<file path="config.mk">
export PLATFORM = sky130hd
export DESIGN_NAME = avalon_mm_block_reader
export DESIGN_NICKNAME = d
export VERILOG_FILES = /design/src/rtl/avalon_reader_pkg.sv /design/src/rtl/stream_fifo.sv /design/src/rtl/avalon_mm_block_reader.sv
export SDC_FILE = /design/constraint.sdc
export NUM_CORES = 1
export LEC_CHECK = 0
export ABC_AREA = 1
export CORE_MARGIN = 2
export CORE_UTILIZATION = 52
export CTS_CLUSTER_SIZE = 28
export DETAILED_ROUTE_END_ITERATION = 7
export HOLD_SLACK_MARGIN = 0.06
export PLACE_DENSITY_LB_ADDON = 0.25
export SYNTH_ARGS = -nofsm -noshare
export SYNTH_HDL_FRONTEND = slang
export SYNTH_SLANG_ARGS = --single-unit
</file>
<file path="constraint.sdc">
create_clock -name clk -period 3.55 [get_ports clk]
set_clock_uncertainty 0.2 [all_clocks]
set_input_delay 0.5325 -clock clk [delete_from_list [all_inputs] [get_ports clk]]
set_output_delay 0.5325 -clock clk [all_outputs]
set_load 0.05 [all_outputs]
</file>
<file path="src/rtl/avalon_reader_pkg.sv">
// Shared types and constants for the Avalon-MM block reader.
package avalon_reader_pkg;

  typedef enum logic [1:0] {
    IDLE,
    ISSUE,
    DRAIN,
    FIN
  } state_t;

  localparam int         BYTES_PER_WORD = 4;
  localparam logic [3:0] BYTEENABLE_ALL = 4'hF;

endpackage

</file>
<file path="src/rtl/stream_fifo.sv">
// Synchronous show-ahead FIFO: pop_data always presents the oldest entry.
module stream_fifo #(
  parameter int DATA_W = 32,
  parameter int DEPTH  = 8
) (
  input  logic                     clk,
  input  logic                     reset,
  input  logic                     push,
  input  logic [DATA_W-1:0]        push_data,
  input  logic                     pop,
  output logic [DATA_W-1:0]        pop_data,
  output logic [$clog2(DEPTH):0]   count,
  output logic                     empty,
  output logic                     full
);

  localparam int PTR_W = $clog2(DEPTH);
  localparam int CNT_W = PTR_W + 1;

  logic [DATA_W-1:0] mem [DEPTH];
  logic [PTR_W-1:0]  wr_ptr;
  logic [PTR_W-1:0]  rd_ptr;
  logic              do_push;
  logic              do_pop;

  assign do_push  = push && !full;
  assign do_pop   = pop && !empty;
  assign empty    = (count == '0);
  assign full     = (count == CNT_W'(DEPTH));
  assign pop_data = mem[rd_ptr];

  // NOTE: the storage array has no reset; only pointers and count decide what is valid.
  always_ff @(posedge clk) begin
    if (do_push) mem[wr_ptr] <= push_data;
  end

  // Pointers wrap naturally because DEPTH is a power of two.
  always_ff @(posedge clk) begin
    if (reset) begin
      wr_ptr <= '0;
      rd_ptr <= '0;
      count  <= '0;
    end else begin
      if (do_push) wr_ptr <= wr_ptr + PTR_W'(1);
      if (do_pop)  rd_ptr <= rd_ptr + PTR_W'(1);
      case ({do_push, do_pop})
        2'b10:   count <= count + CNT_W'(1);
        2'b01:   count <= count - CNT_W'(1);
        default: count <= count;
      endcase
    end
  end

endmodule

</file>
<file path="src/rtl/avalon_mm_block_reader.sv">
// Avalon-MM pipelined read master: fetches a block of words and streams them out in order.
module avalon_mm_block_reader
  import avalon_reader_pkg::*;
#(
  parameter int ADDR_W     = 12,
  parameter int DATA_W     = 32,
  parameter int LEN_W      = 11,
  parameter int FIFO_DEPTH = 8
) (
  input  logic              clk,
  input  logic              reset,
  input  logic              start,
  input  logic [ADDR_W-1:0] start_addr,
  input  logic [LEN_W-1:0]  length,
  output logic              busy,
  output logic              done,
  output logic [ADDR_W-1:0] avm_address,
  output logic              avm_read,
  output logic [3:0]        avm_byteenable,
  input  logic              avm_waitrequest,
  input  logic [DATA_W-1:0] avm_readdata,
  input  logic              avm_readdatavalid,
  output logic              out_valid,
  output logic [DATA_W-1:0] out_data,
  input  logic              out_ready
);

  localparam int CNT_W = $clog2(FIFO_DEPTH) + 1;
  localparam int SUM_W = CNT_W + 1;
  localparam logic [SUM_W-1:0]  CREDIT_LIMIT = SUM_W'(FIFO_DEPTH);
  localparam logic [ADDR_W-1:0] WORD_MASK    = ~ADDR_W'(BYTES_PER_WORD - 1);

  state_t             state;
  logic [ADDR_W-1:0]  addr;
  logic [LEN_W-1:0]   rem_issue;
  logic [LEN_W-1:0]   rem_recv;
  logic [CNT_W-1:0]   outstanding;
  logic [CNT_W-1:0]   fifo_count;
  logic               fifo_empty;
  logic               fifo_full;
  logic [SUM_W-1:0]   in_use;
  logic               active;
  logic               accept;
  logic               push;
  logic               pop;

  assign avm_address    = addr;
  assign avm_byteenable = BYTEENABLE_ALL;
  assign out_valid      = !fifo_empty;

  // NOTE: every signal here is assigned on every pass, so no latch can be inferred.
  always_comb begin
    active   = (state == ISSUE) || (state == DRAIN);
    in_use   = SUM_W'(outstanding) + SUM_W'(fifo_count);
    // Credit check: a request is only issued when a FIFO slot is guaranteed for its data.
    avm_read = (state == ISSUE) && (rem_issue != '0) && (in_use < CREDIT_LIMIT);
    accept   = avm_read && !avm_waitrequest;
    push     = avm_readdatavalid && active && !fifo_full;
    pop      = out_valid && out_ready;
  end

  // NOTE: sequential state uses non-blocking assignments so all registers update together.
  always_ff @(posedge clk) begin
    if (reset) begin
      state     <= IDLE;
      addr      <= '0;
      rem_issue <= '0;
      rem_recv  <= '0;
      busy      <= 1'b0;
      done      <= 1'b0;
    end else begin
      done <= 1'b0;
      if (pop && rem_recv != '0) rem_recv <= rem_recv - LEN_W'(1);
      case (state)
        IDLE: begin
          if (start) begin
            busy <= 1'b1;
            if (length != '0) begin
              addr      <= start_addr & WORD_MASK;
              rem_issue <= length;
              rem_recv  <= length;
              state     <= ISSUE;
            end else begin
              state <= FIN;
            end
          end
        end
        ISSUE: begin
          if (accept) begin
            addr      <= addr + ADDR_W'(BYTES_PER_WORD);
            rem_issue <= rem_issue - LEN_W'(1);
            if (rem_issue == LEN_W'(1)) state <= DRAIN;
          end
        end
        DRAIN: begin
          if (rem_recv == '0) state <= FIN;
        end
        FIN: begin
          done  <= 1'b1;
          busy  <= 1'b0;
          state <= IDLE;
        end
        default: state <= IDLE;
      endcase
    end
  end

  always_ff @(posedge clk) begin
    if (reset) begin
      outstanding <= '0;
    end else begin
      case ({accept, push})
        2'b10:   outstanding <= outstanding + CNT_W'(1);
        2'b01:   outstanding <= outstanding - CNT_W'(1);
        default: outstanding <= outstanding;
      endcase
    end
  end

  stream_fifo #(
    .DATA_W (DATA_W),
    .DEPTH  (FIFO_DEPTH)
  ) u_fifo (
    .clk       (clk),
    .reset     (reset),
    .push      (push),
    .push_data (avm_readdata),
    .pop       (pop),
    .pop_data  (out_data),
    .count     (fifo_count),
    .empty     (fifo_empty),
    .full      (fifo_full)
  );

endmodule
</file>
After elaboration in Yosys (flattened, before gate mapping):

Memory sizes are Yosys's and may differ from the RTL's. A register that Yosys moved wholly into a read port is not among the register bits.
Index checks and enable logic that the tools add are counted.

* bits in registers: 52
* memory bits (writable): 256
* input bits: 61
* output and inout port bits: 52
* word-level logic and storage cells: 89
* memories kept: 1

* add/subtract/negate cells: 10
* $lt $le $gt $ge: 1
* equal/unequal tests: 14
* mux-type cells: 27
* reductions and logical operators: 26

Memory list
* u_fifo.mem: depth 8, bits a word 32, read ports 1, clocked after Yosys merged registers in 1, write ports 1, RTL line stream_fifo.sv:20 `logic [DATA_W-1:0] mem [DEPTH];`

Operator list (number)
* 2-to-1 mux 11 bit: 7
* 2-to-1 mux 12 bit: 3
* nonzero test 11 bit: 3
* one-hot mux 12 bit (2 select lines): 1
* one-hot mux 11 bit (2 select lines): 1
* subtractor 11 x 1 -> 11 bit (second input constant): 2
* one-hot mux 4 bit (2 select lines): 2
* adder 12 x 3 -> 12 bit (second input constant): 1
* equality test 11 x 1 -> 1 bit (second input constant): 1
* zero test 11 bit: 1
* 2-to-1 mux 2 bit: 5
* logical AND 1 bit: 9
* adder 4 x 1 -> 4 bit (second input constant): 2
* equality test 2 bit (second input constant): 4
* one-hot mux 2 bit (4 select lines): 1
* AND reduction 4 bit: 2
* nonzero test 2 bit: 4
* subtractor 4 x 1 -> 4 bit (second input constant): 2
* adder 3 x 1 -> 3 bit (second input constant): 2
* equality test 2 x 1 -> 1 bit (second input constant): 3
* 2-to-1 mux 3 bit: 2
* != test 2 bit (second input constant): 3
* adder 4 x 4 -> 5 bit: 1
* < comparator 5 x 4 -> 1 bit (second input constant): 1
* other kinds (9): 15

Depth between registers and ports, before layout:

* depth in word-level cells: 8
* mapped depth: 13

Modules after synthesis:

Synthesis repeated with hierarchy kept, for this count alone.

* cells, all modules: 1300
* area total of the unflattened synthesis: 13546.7 sq um

By module, submodules not included
* stream_fifo: instances 1, cells an instance 816, area an instance 10644.0 sq um, sequential area each 7947.6 sq um
* avalon_mm_block_reader: instances 1, cells an instance 484, area an instance 2902.8 sq um, sequential area each 800.8 sq um

Least setup slack after synthesis:

OpenSTA, ideal clock, no wires.

* path kind: reg2reg
* start point: reg state[0]
* end point: mem u_fifo.mem[1][0], enable pin
* arrival: 2.698 ns
* required time: 2.929 ns
* path slack: 0.231 ns
* cell stages (with the launch flop): 9
* path buffers: 0
* clock period less this slack: 3.319 ns
* cells stage by stage: dfxtp_1 -> inv_1 -> ha_1 -> nand2_1 -> a31oi_1 -> inv_1 -> nor2_1 -> inv_1 -> nor2_1

* cells in the longest elaborated chain, start to end: 7

Ends and longest elaborated chain
* start, declared: RTL line avalon_mm_block_reader.sv:33 `state_t state;`
* start signal, assigned: RTL line avalon_mm_block_reader.sv:65 `state <= IDLE;`
* start signal, assigned: RTL line avalon_mm_block_reader.sv:82 `state <= ISSUE;`
* start signal, assigned: RTL line avalon_mm_block_reader.sv:84 `state <= FIN;`
* equality test 2 x 1 -> 1 bit / equality test 2 bit (equally long branches): RTL line avalon_mm_block_reader.sv:53 `active = (state == ISSUE) || (state == DRAIN);`
* logical OR 1 bit (*): RTL line avalon_mm_block_reader.sv:53
* logical AND 1 bit (*) (2 in a row): RTL line avalon_mm_block_reader.sv:58 `push = avm_readdatavalid && active && !fifo_full;`
* logical AND 1 bit (*): RTL line stream_fifo.sv:26 `assign do_push = push && !full;`
* named net u_fifo.do_push: RTL line stream_fifo.sv:23 `logic do_push;`
* 2-to-1 mux 1 bit (*): RTL line stream_fifo.sv:34 `if (do_push) mem[wr_ptr] <= push_data;`
* 2-to-1 mux 1 bit (not written as such) (*): RTL line stream_fifo.sv:34
* end, declared: RTL line stream_fifo.sv:20

Mark *: on every way through the listed nets, which the timed path passes. The rest lies on a longest branch.

Worst setup path after layout:

* start point: reg u_fifo.count[3]
* end point: out avm_read

* cells in the longest elaborated chain, start to end: 3

Ends and longest elaborated chain
* start, declared: RTL line stream_fifo.sv:12 `output logic [$clog2(DEPTH):0] count,`
* start signal, assigned: RTL line stream_fifo.sv:47 `2'b10: count <= count + CNT_W'(1);`
* start signal, assigned: RTL line stream_fifo.sv:48 `2'b01: count <= count - CNT_W'(1);`
* start signal, assigned: RTL line stream_fifo.sv:49 `default: count <= count;`
* adder 4 x 4 -> 5 bit: RTL line avalon_mm_block_reader.sv:54 `in_use = SUM_W'(outstanding) + SUM_W'(fifo_count);`
* < comparator 5 x 4 -> 1 bit: RTL line avalon_mm_block_reader.sv:56 `avm_read = (state == ISSUE) && (rem_issue != '0) && (in_use < CREDIT_LIMIT);`
* logical AND 1 bit: RTL line avalon_mm_block_reader.sv:56
* end, declared: RTL line avalon_mm_block_reader.sv:18 `output logic avm_read,`

Every way passes these cells.

==> results.md <==
Run status:
- The run finished with clean final reports.

GRT:
- The number of antenna violations at the first check in global routing is 0.
- The global router's overall resource usage is 0.208.
- The via count of the first global-routing pass is 8719.
- The wire length of the first global-routing pass is 44.5 mm.
- Entering global routing, the biggest net connects 129 pins.
- The aggregate global routing overflow is 0.

Floorplanning:
- The initialized floorplan defines 58 standard-cell rows.
- The initial utilization of the core area, before any placement, comes to 0.529.
- From bottom edge to top edge, the die measures 164 um.
- 113 I/O pins were placed.
- The floorplan step set the die width to 164 um.
- The total area inside the core boundary comes to 25200 um2.
- The die area is 26900 um2.

Placement:
- Buffers placed on the I/O ports in this run total 104.
- At the placement stage, the worst setup path has a slack of 554 ps.
- The cell area reported after detailed placement is 14900 um2.
- Routability-driven placement finished with a final weighted congestion of 0.839.
- The HPWL after detailed placement is 16.0 mm.
- The placed instance count is 1670.

Synthesis:
- For this run, the leading register cell type out of synthesis is sky130_fd_sc_hd__edfxtp_1.
- The fraction of the yosys area taken by sequential cells is 0.656.
- The area of the mapped netlist is 13300 um2.
- After synthesis, the netlist uses 39 different library cells.
- The number of enable flip-flop cells after synthesis is 256.
- The mean cell area of the mapped netlist is 10.5 um2.
- The fraction of synthesized cell area taken by the top area cell type is 0.577.
- The biggest area contributor in the post-synthesis netlist is sky130_fd_sc_hd__edfxtp_1.
- The number of synthesized register bits is 309.
- The synthesized instance count is 1274.
- Yosys printed 0 warnings.
- Ranked by instance count, the synthesized netlist is headed by 303 x sky130_fd_sc_hd__nor2_1, 256 x sky130_fd_sc_hd__edfxtp_1, 164 x sky130_fd_sc_hd__o21ai_0.
- Sorting the synthesized cells by area gives the leading types as sky130_fd_sc_hd__edfxtp_1 58%, sky130_fd_sc_hd__nor2_1 8.5%, sky130_fd_sc_hd__dfxtp_1 8.0%, sky130_fd_sc_hd__o21ai_0 6.2%, sky130_fd_sc_hd__nand2_1 3.5%.
- In the post-synthesis netlist, the cell with the most instances is sky130_fd_sc_hd__nor2_1.
- For this run, asynchronously set or reset flops after synthesis account for 0.

Worst setup path:
- The largest incremental delay on the critical path is 810 ps.
- The kind of start point of the critical path is a flip-flop.
- STA classifies the critical path endpoint as an output pin.
- The arrival time reported for the critical path endpoint is 2570 ps.
- Traced cell by cell, the critical path runs through ha_1 > nor3_1 > nand2_1 > a21oi_2 > and2_1 > clkdlybuf4s50_1.
- The maximum fanout count along the critical path is 4.
- The worst register-to-register path has a depth of 13.
- The endpoint required time on the critical path is 2820 ps.
- The critical path in this run is classified as reg -> out.
- The slowest cell on the critical path is sky130_fd_sc_hd__clkdlybuf4s50_1.

Layout:
- The fraction of layout cells with a size suffix above 1 is 0.103.
- The non-filler instance count after layout is 1727.
- Measured on the finished design, the core utilization comes to 0.634.
- For this run, the post-layout net count is 1456.
- The finished layout cell area is 16000 um2.
- From synthesis to final layout, the design area changed by 19.7%.
- 0 antenna diodes ended up in the layout.
- The fill cell total of the finished layout is 1942.

STA:
- The final period utilization is 0.931.
- The number of pins with negative max-slew slack in the final report came to 0.
- The number of hold violations in the final report was 0.
- For the pin with the worst max-slew slack, the measured transition is 715 ps.
- Setup repair after global routing left no endpoint under its margin.
- In this run the tightest slew margin relative to its limit is 0.523.
- On the final layout, the worst hold slack is 274 ps.
- The worst path needs 3310 ps of the cycle, external delays included.
- Timing would allow up to 0.303 GHz.
- In the final timing run, aggregate negative setup slack is 0 ps.
- Setup violations remaining at the end of the flow were counted as 0.
- The worst path meets setup with 244 ps of slack.

Route:
- The first routing iteration left 698 violations.
- The via count of the routed design is 9252.
- The highest layer touched by signal routing is met4.
- The wire length on met3 is 1.56 mm.
- Wires add up to 27.8 mm.
- The number of DRC violations after detailed routing is 0.
- Wire segments on met2 add up to 13.2 mm in the final route.
- The residual antenna-violating net count after detailed routing is 0.
- The total iterations of the first detailed-routing run is 5.
- The detailed-routing wirelength on met1 is 12.4 mm.
- Dividing the detail-routed wire length by the instance count gives 16.1 um.
- The via density per instance is 5.36.

Clock network:
- The cell sitting at the root of the clock tree is a sky130_fd_sc_hd__clkbuf_16.
- Once the clock tree was built, the resizer swapped 0 gates to a different size.
- After clock tree synthesis, the clock-pin slew on the worst setup and hold paths is 60 ps.
- The number of buffers inserted during clock tree synthesis is 31.
- TritonCTS built the clock tree.
- No sink is reached through more buffers than the 3 on the longest clock path.
- The source-to-sink clock delay at the later pin of the worst-skew pair is 550 ps.
- The tree built by TritonCTS fans out to 309 sinks.
- The H-tree level count is 1.
- After clock tree synthesis, the flow added hold-fix buffers numbering 0.
- The number of buffers added for setup after CTS is 0.

Worst hold path:
- The worst min-delay path class is reg -> reg.
- The worst hold path was traced through 2 stages.

Pwr:
- The peak supply drop is 0.000629 V.
- The completed layout was analyzed and its total power is 13.8 mW.
- Power spread over the standard cell area amounts to 865 nW/um2.
- Summed over all cells, the static leakage comes to 5.98 nW.

Job:
- The count of max-cap constraint violations is 0.
-- layout by cell type (no fill, tap or decap), types with 6 or more instances in the layout --
master	netlist	final
sky130_fd_sc_hd__nand3_1	27	27
sky130_fd_sc_hd__nor2_1	303	295
sky130_fd_sc_hd__xor2_1	8	8
sky130_fd_sc_hd__clkinv_1	2	9
sky130_fd_sc_hd__ha_1	20	20
sky130_fd_sc_hd__a31oi_1	34	34
sky130_fd_sc_hd__o22ai_1	33	33
sky130_fd_sc_hd__o21ai_0	164	164
sky130_fd_sc_hd__nor2_4	1	9
sky130_fd_sc_hd__nand4_1	14	14
sky130_fd_sc_hd__bufinv_16	0	6
sky130_fd_sc_hd__o211ai_1	6	6
sky130_fd_sc_hd__clkinv_2	0	7
sky130_fd_sc_hd__nand2_1	126	126
sky130_fd_sc_hd__clkbuf_16	0	31
sky130_fd_sc_hd__buf_4	8	42
sky130_fd_sc_hd__edfxtp_1	256	256
sky130_fd_sc_hd__clkdlybuf4s50_1	0	72
sky130_fd_sc_hd__dfxtp_1	53	51
sky130_fd_sc_hd__a21oi_1	22	22
sky130_fd_sc_hd__buf_12	0	18
sky130_fd_sc_hd__nor3_1	7	7
sky130_fd_sc_hd__conb_1	2	6
sky130_fd_sc_hd__inv_2	13	13
sky130_fd_sc_hd__inv_1	84	84
-- routing by layer --
layer	global-route usage	up-vias
met4	0.0658	0
met2	0.343	245
met1	0.287	4373
met5	0	-
met3	0.0311	61
li1	-	4573
-- sequential cells by signal, summed over array words and instances (netlist names), 2 cells and up, named ones only --
name and count:
avm_address 10, outstanding 4, rem_issue 11, rem_recv 11, state 2, u_fifo.count 4, u_fifo.mem 256, u_fifo.rd_ptr 3
u_fifo.wr_ptr 3
-- cell type report --
type	count	area [um2]	share of cell area
inverters	99	373	0.0234
flip-flops and latches	309	8750	0.549
clock buffers	35	821	0.0514
clock inverters	22	256	0.0161
multi-input cells	800	3940	0.247
well taps	330	413	0.0259
repair buffers	132	1400	0.0875
-- power by group --
group          internal, mW  switching (mW)  leakage (nW)  total [mW]
clock network          2.08            1.33         0.530        3.41
registers              4.35           0.242          2.75        4.59
logic                  1.97            3.83          2.70        5.80
-- kinds of logic (layout without fill, tap and decap cells) --
family / after synthesis / after routing / share of synthesized area
compound gates: 268 / 268 / 0.109
xor+xnor: 11 / 11 / 0.00723
fa+ha+maj: 22 / 22 / 0.0218
buf+inv: 169 / 288 / 0.0535
flops: 309 / 309 / 0.656
mux: 2 / 2 / 0.00150
other cells: 2 / 6 / 0.000563
simple gates: 491 / 491 / 0.150
-- critical path, delay by kind of cell (launching register included) --
family,cells,cell delay (ps)
buffers and inverters,1,810
AND/OR/NAND/NOR,3,440
flip-flops,1,380
AO/OA/AOI/OAI,1,130
adder cells (fa/ha/maj),1,250
-- final timing paths --
kind / slack, ps / to / start
worst max-delay path: 240 / avm_read / u_fifo.count[3]
worst min register to register: 270 / u_fifo.rd_ptr[2] / u_fifo.rd_ptr[2]
worst max register to register: 820 / u_fifo.count[3] / state[0]
worst min-delay path: 270 / u_fifo.rd_ptr[2] / u_fifo.rd_ptr[2]
(Power assumes the default switching activity.)
